<file path="config.mk">
export PLATFORM = sky130hd
export DESIGN_NAME = led_pattern_driver
export DESIGN_NICKNAME = d
export VERILOG_FILES = /design/src/rtl/led_pattern_driver.sv
export SDC_FILE = /design/constraint.sdc
export NUM_CORES = 1
export LEC_CHECK = 0
export CAP_MARGIN = 0
export CORE_ASPECT_RATIO = 0.7
export CORE_MARGIN = 1
export CORE_UTILIZATION = 25
export CTS_CLUSTER_DIAMETER = 150
export DETAILED_ROUTE_END_ITERATION = 16
export PLACE_DENSITY = 0.5
export SLEW_MARGIN = 20
export SYNTH_ARGS = -nofsm -noshare
export SYNTH_HDL_FRONTEND = slang
export SYNTH_SLANG_ARGS = --single-unit
</file>
<file path="constraint.sdc">
create_clock -name led_clk -period 7.4 [get_ports led_clk]
set_input_delay 1.48 -clock led_clk [delete_from_list [all_inputs] [get_ports led_clk]]
set_output_delay 1.48 -clock led_clk [all_outputs]
set_load 0.01 [all_outputs]
</file>
<file path="src/rtl/led_pattern_driver.sv">
// led_pattern_driver: multi-channel LED pattern generator.
//   One shared prescaler produces a one-cycle tick every TICK_DIV clocks.
//   Each channel runs off / on / blink / burst patterns independently.
//   The half-period of each channel is counted in ticks.
// Ports:
//   led_clk     : clock, all logic on the rising edge
//   led_rst     : asynchronous active-high reset
//   led_en      : [NUM_CH] per-channel enable
//   led_mode    : [2*NUM_CH] per-channel mode, 00 off / 01 on / 10 blink / 11 burst
//   led_period  : [PERIOD_W*NUM_CH] per-channel half-period in ticks (0 acts as 1)
//   led_burst   : [4*NUM_CH] per-channel flashes per burst (0 acts as 1)
//   led_sync    : restart pulse for the prescaler and all channels
//   led_out     : [NUM_CH] registered LED drive
//   tick_out    : registered tick strobe

// Per-channel pattern engine.
module led_pattern_ch #(
  parameter int PERIOD_W = 4
) (
  input  logic                led_clk,
  input  logic                led_rst,
  input  logic                tick_i,
  input  logic                sync_i,
  input  logic                en_i,
  input  logic [1:0]          mode_i,
  input  logic [PERIOD_W-1:0] period_i,
  input  logic [3:0]          burst_i,
  output logic                out_o
);
  logic                en_q;
  logic [1:0]          mode_q;
  logic [PERIOD_W-1:0] ph_q, ph_d;
  logic                lvl_q, lvl_d;
  logic [3:0]          fl_q, fl_d;
  logic                gap_q, gap_d;
  logic                out_q, out_d;

  logic                restart;
  logic [PERIOD_W-1:0] p_last;
  logic [3:0]          b_eff;

  // Zero period / burst behave as one.
  assign p_last  = (period_i == '0) ? '0 : period_i - 1'b1;
  assign b_eff   = (burst_i == 4'd0) ? 4'd1 : burst_i;
  assign restart = (en_i != en_q) | (mode_i != mode_q) | sync_i;

  always_comb begin
    ph_d  = ph_q;
    lvl_d = lvl_q;
    fl_d  = fl_q;
    gap_d = gap_q;
    if (restart) begin
      // Restart beats a coincident tick: no advance this edge.
      ph_d  = '0;
      lvl_d = 1'b1;
      fl_d  = 4'd0;
      gap_d = 1'b0;
    end else if (tick_i) begin
      // >= so a shortened period ends the current half-period right away.
      if (ph_q >= p_last) begin
        ph_d = '0;
        case (mode_q)
          2'b10: lvl_d = ~lvl_q;
          2'b11: begin
            if (fl_q >= b_eff) begin
              // Two off half-periods of gap, then start a new burst.
              if (!gap_q) begin
                gap_d = 1'b1;
              end else begin
                gap_d = 1'b0;
                fl_d  = 4'd0;
                lvl_d = 1'b1;
              end
            end else if (lvl_q) begin
              lvl_d = 1'b0;
            end else begin
              // Off half of a pair done; stay off if that was the last flash.
              fl_d  = fl_q + 4'd1;
              lvl_d = ((fl_q + 4'd1) < b_eff);
            end
          end
          default: ;
        endcase
      end else begin
        ph_d = ph_q + 1'b1;
      end
    end
  end

  assign out_d = en_q & ((mode_q == 2'b01) | (mode_q[1] & lvl_q));
  assign out_o = out_q;

  always_ff @(posedge led_clk or posedge led_rst) begin
    if (led_rst) begin
      en_q   <= 1'b0;
      mode_q <= 2'b00;
      ph_q   <= '0;
      lvl_q  <= 1'b1;
      fl_q   <= 4'd0;
      gap_q  <= 1'b0;
      out_q  <= 1'b0;
    end else begin
      en_q   <= en_i;
      mode_q <= mode_i;
      ph_q   <= ph_d;
      lvl_q  <= lvl_d;
      fl_q   <= fl_d;
      gap_q  <= gap_d;
      out_q  <= out_d;
    end
  end
endmodule

module led_pattern_driver #(
  parameter int TICK_DIV = 10_000_000,
  parameter int NUM_CH   = 4,
  parameter int PERIOD_W = 4
) (
  input  logic                         led_clk,
  input  logic                         led_rst,
  input  logic [NUM_CH-1:0]            led_en,
  input  logic [2*NUM_CH-1:0]          led_mode,
  input  logic [PERIOD_W*NUM_CH-1:0]   led_period,
  input  logic [4*NUM_CH-1:0]          led_burst,
  input  logic                         led_sync,
  output logic [NUM_CH-1:0]            led_out,
  output logic                         tick_out
);
  localparam int                PRE_W    = $clog2(TICK_DIV);
  localparam logic [PRE_W-1:0]  PRE_LAST = PRE_W'(TICK_DIV - 1);

  logic [PRE_W-1:0] pre_q, pre_d;
  logic             tick;
  logic             tick_out_q;

  assign tick     = (pre_q == PRE_LAST);
  assign pre_d    = (led_sync | tick) ? '0 : pre_q + 1'b1;
  assign tick_out = tick_out_q;

  always_ff @(posedge led_clk or posedge led_rst) begin
    if (led_rst) begin
      pre_q      <= '0;
      tick_out_q <= 1'b0;
    end else begin
      pre_q      <= pre_d;
      tick_out_q <= tick;
    end
  end

  for (genvar i = 0; i < NUM_CH; i++) begin : g_ch
    led_pattern_ch #(.PERIOD_W(PERIOD_W)) u_ch (
      .led_clk  (led_clk),
      .led_rst  (led_rst),
      .tick_i   (tick),
      .sync_i   (led_sync),
      .en_i     (led_en[i]),
      .mode_i   (led_mode[2*i +: 2]),
      .period_i (led_period[PERIOD_W*i +: PERIOD_W]),
      .burst_i  (led_burst[4*i +: 4]),
      .out_o    (led_out[i])
    );
  end
endmodule

</file>
==> flow_summary_export.csv <==
group,metric,value,unit
timing,holdWs,0.532,ns
cts,cts_root_buf,"clkbuf_16",
synthesis,ys.flop_type,"dfrtp_1",
synthesis,synth-edff-count,0,
worst_hold_path,hold_depth,1,
cts,cts_resized,0,
cts,clk_path_buf_depth,2,
critical_path,r2r_start,"pre_q[0]$_DFF_PP0_",
power_and_ir_drop,p_leak,2.74,nW
die,die_x,181,µm
critical_path,arrival,4.11,ns
critical_path,reg2reg_depth,6,
grt,grt.overflow.total,0,
routing,wire_per_inst,13.7,µm
grt,met2_usage,0.155,
die,dieArea,0.0230,mm²
critical_path,crit_type,"primary input to flip-flop",
final_layout,n_antenna_cell,0,
synthesis,syn_avg_cell_area,9.28,µm²
cts,cts_buffers,9,
timing,setup_viol,0,
synthesis,syn_inst,604,
routing,drc,0,
die,num_rows,45,
critical_path,slowest_stage,"a2111oi_4",
placement,io_buffers,51,
timing,setup_tns,0,ns
synthesis,yosysTopAreaCellShare,0.344,
worst_hold_path,whs_endpoint,"pre_q[0]$_DFF_PP0_",
routing,via_per_inst,4.69,
critical_path,crit_path_start_kind,"primary input",
routing,drtIter0Drc,254,
routing,drtAntennaViolNets,0,
routing,num_vias,4389,
grt,grt.total_usage,0.117,
critical_path,path_cells,"clkdlybuf4s50_1 -> inv_1 -> a31o_2 -> ha_1 -> nand2b_1 -> a2111o_1 -> a21o_1 -> a2111oi_4 -> mux2i_1",
timing,maxSlewHeadroom,0.278,
grt,grt_pass1_wl,21800,µm
synthesis,synthArstFlopShare,1.00,
synthesis,yosysWarnings,0,
final_layout,fin_nets,752,
placement,dp_hpwl,9540,µm
cts,postCtsHoldBufs,0,
cts,clock_sinks,81,
grt,grt_start_max_net_pins,74,
power_and_ir_drop,power_per_cell_area,149,mW/mm²
final_layout,nFillCells,2269,
grt,grt_pass1_vias,4218,
cts,cts_setup_buffers,0,
routing,drt_wl_total,12800,µm
power_and_ir_drop,vdd_drop_max,88.0,µV
critical_path,cp-end-kind,"flip-flop",
grt,met3_usage,0.0245,
critical_path,worst_ep_required_time,7.66,ns
timing,max_freq,260,MHz
grt,antenna_found_initial,0,
timing,finalHoldViolCount,0,
status,status,"finished, final reports clean",
worst_hold_path,worstHoldPathType,"flip-flop to flip-flop",
cts,cts_tree,"built",
synthesis,yosysSeqAreaShare,0.363,
final_layout,final_cells,935,
final_layout,drive_gt1_frac,0.0613,
synthesis,synth_nets,708,
final_layout,syn2layout_area_growth,19.5,%
cts,insertion_delay,0.34,ns
die,initial_core_util,0.257,
synthesis,synthDistinctLibCells,45,
timing,worstMarginPinSlew,1.07,ns
worst_hold_path,hold_start,"pre_q[0]$_DFF_PP0_",
critical_path,path_max_fanout,4,
die,core-area,0.0218,mm²
timing,fin_worst_skew,0.0103,ns
die,fp.dieH,127,µm
critical_path,r2r-end,"pre_q[21]$_DFF_PP0_",
timing,final_max_slew_viol_count,0,
placement,placed_cells,919,
timing,fin_crit_sh,0.520,
synthesis,ys_ff_latch,81,
critical_path,max_stage_delay,0.53,ns
die,io_pins,52,
synthesis,yosys.area.top_type,"dfrtp_1",
grt,grt.busiest_layer,"met1",
final_layout,final_util,0.307,
timing,rsz0062_at_grt,"no",
routing,firstDrtPassIters,5,
grt,met1_usage,0.186,
synthesis,syn_area,0.00560,mm²
cts,cts_htree_levels,3,
critical_path,ff2ff_setup_slack,4.40,ns
placement,gp_congestion,0.787,
timing,period_needed,3.85,ns
cts,path_clk_slew,0.06,ns
synthesis,synth.top_cells.by_area,"dfrtp_1 34%, ha_1 13%, mux2i_1 4.6%",
run,cap_violations,0,
## cell usage after synthesis, types with 2 or more instances
cell type   n
a2111o_1    6
a2111oi_4   4
a21o_1      5
a21oi_1    39
a311oi_1    4
a31o_2      4
and2_1      2
and3_1      5
and3b_1     2
buf_4       4
clkbuf_1   16
dfrtp_1    77
dfstp_2     4
ha_1       57
inv_1      32
mux2_2      2
mux2i_1    26
nand2_1    50
nand2b_1   12
nand3_1    42
nand3b_1    4
nand4_1    10
nand4b_1    7
nor2_1     50
nor2b_1    10
nor3_1     26
nor4_1      9
o2111ai_1   2
o21a_1      6
o21ai_0    12
o31ai_1     4
o41ai_1     6
or2_2       2
or3_1       3
or4_1       8
or4b_1      3
xnor2_1    17
xor2_1     25
## per-stage QoR
stage | setup WS, ns | total power, mW | area (µm²)
after floorplan | 3.83 | 0.531 | 5600
final | 3.55 | 0.996 | 6700
after detailed placement | 3.21 | 0.581 | 6400
after CTS | 3.56 | 1.02 | 6690
after global placement | 3.23 | 0.581 | 6400
after global routing | 3.35 | 1.05 | 6700
## area by class of cell
type / count / area [µm²] / share of cell area
Clock buffer: 11 / 243 / 0.0362
Clock inverter: 5 / 38.8 / 0.00579
Inverter: 32 / 121 / 0.0181
Multi-Input combinational cell: 471 / 3390 / 0.505
Sequential cell: 81 / 2030 / 0.303
Tap cell: 282 / 353 / 0.0527
Timing Repair Buffer: 53 / 526 / 0.0784
## placed cells by master, fill, tap and decap left out, types with 4 or more instances in the layout
cell type and count:
a311oi_1 4, nor2b_1 10, a21oi_1 39, clkdlybuf4s50_1 51, o31ai_1 4, nor2_1 50
a2111oi_4 4, xnor2_1 17, nand4_1 10, o21a_1 6, nor4_1 6, nor3_1 25
a21o_1 5, or4_1 8, xor2_1 25, nand3b_1 4, nand2b_1 12, o41ai_1 6
dfrtp_1 77, a2111o_1 6, a31o_2 4, mux2i_1 26, nand2_1 50, and3_1 5
inv_1 31, nand3_1 42, o21ai_0 12, ha_1 57, clkbuf_16 9, nand4b_1 7
dfstp_2 4
## cell families after synthesis
logic type | count (synthesis) | share of synthesized area
compound gates | 94 | 0.125
xor+xnor | 42 | 0.0656
fa+ha+maj | 57 | 0.127
buf+inv | 52 | 0.0375
flops | 81 | 0.363
mux | 28 | 0.0505
simple gates | 250 | 0.231
## routing by layer
metal | part of all wire | wire length, µm
met3 | 0.041 | 528
met2 | 0.38 | 4860
met1 | 0.57 | 7280
met5 | 0 | 0
met4 | 0.0085 | 108
## critical path: cells and delay by family
kind	cells	cell delay, ns
fa+ha+maj	1	0.28
buf+inv	2	0.52
compound gates	4	1.46
mux	1	0.24
simple gates	1	0.14
## how the worst max path moves through the flow
stage	startpoint	end	slack [ns]	cells past startpoint
6_report	led_burst[15]	g_ch[3].u_ch.fl_q[2]$_DFFE_PP0P_	3.55	9
5_1_grt	led_period[5]	g_ch[1].u_ch.fl_q[1]$_DFFE_PP0P_	3.35	10
4_1_cts	led_burst[11]	g_ch[2].u_ch.fl_q[0]$_DFFE_PP0P_	3.56	9
3_5_place_dp	led_burst[11]	g_ch[2].u_ch.fl_q[0]$_DFFE_PP0P_	3.21	9
3_3_place_gp	led_burst[15]	g_ch[3].u_ch.fl_q[2]$_DFFE_PP0P_	3.23	9
2_1_floorplan	led_burst[15]	g_ch[3].u_ch.fl_q[2]$_DFFE_PP0P_	3.83	8
## where the power goes
part	switching (mW)	internal (mW)	total [mW]	leakage, nW
clock	0.185	0.238	0.424	0.136
sequential	0.00719	0.449	0.456	1.08
combinational	0.0636	0.0528	0.116	1.53
total	0.256	0.740	0.996	2.74
## registers in the layout, indices dropped and copies added (netlist names)
register / count
g_ch.u_ch.en_q: 4
pre_q: 24
g_ch.u_ch.lvl_q: 4
g_ch.u_ch.mode_q: 8
tick_out: 1
g_ch.u_ch.fl_q: 16
g_ch.u_ch.gap_q: 4
g_ch.u_ch.ph_q: 16
g_ch.u_ch.out_o: 4
(Power assumes the default switching activity.)
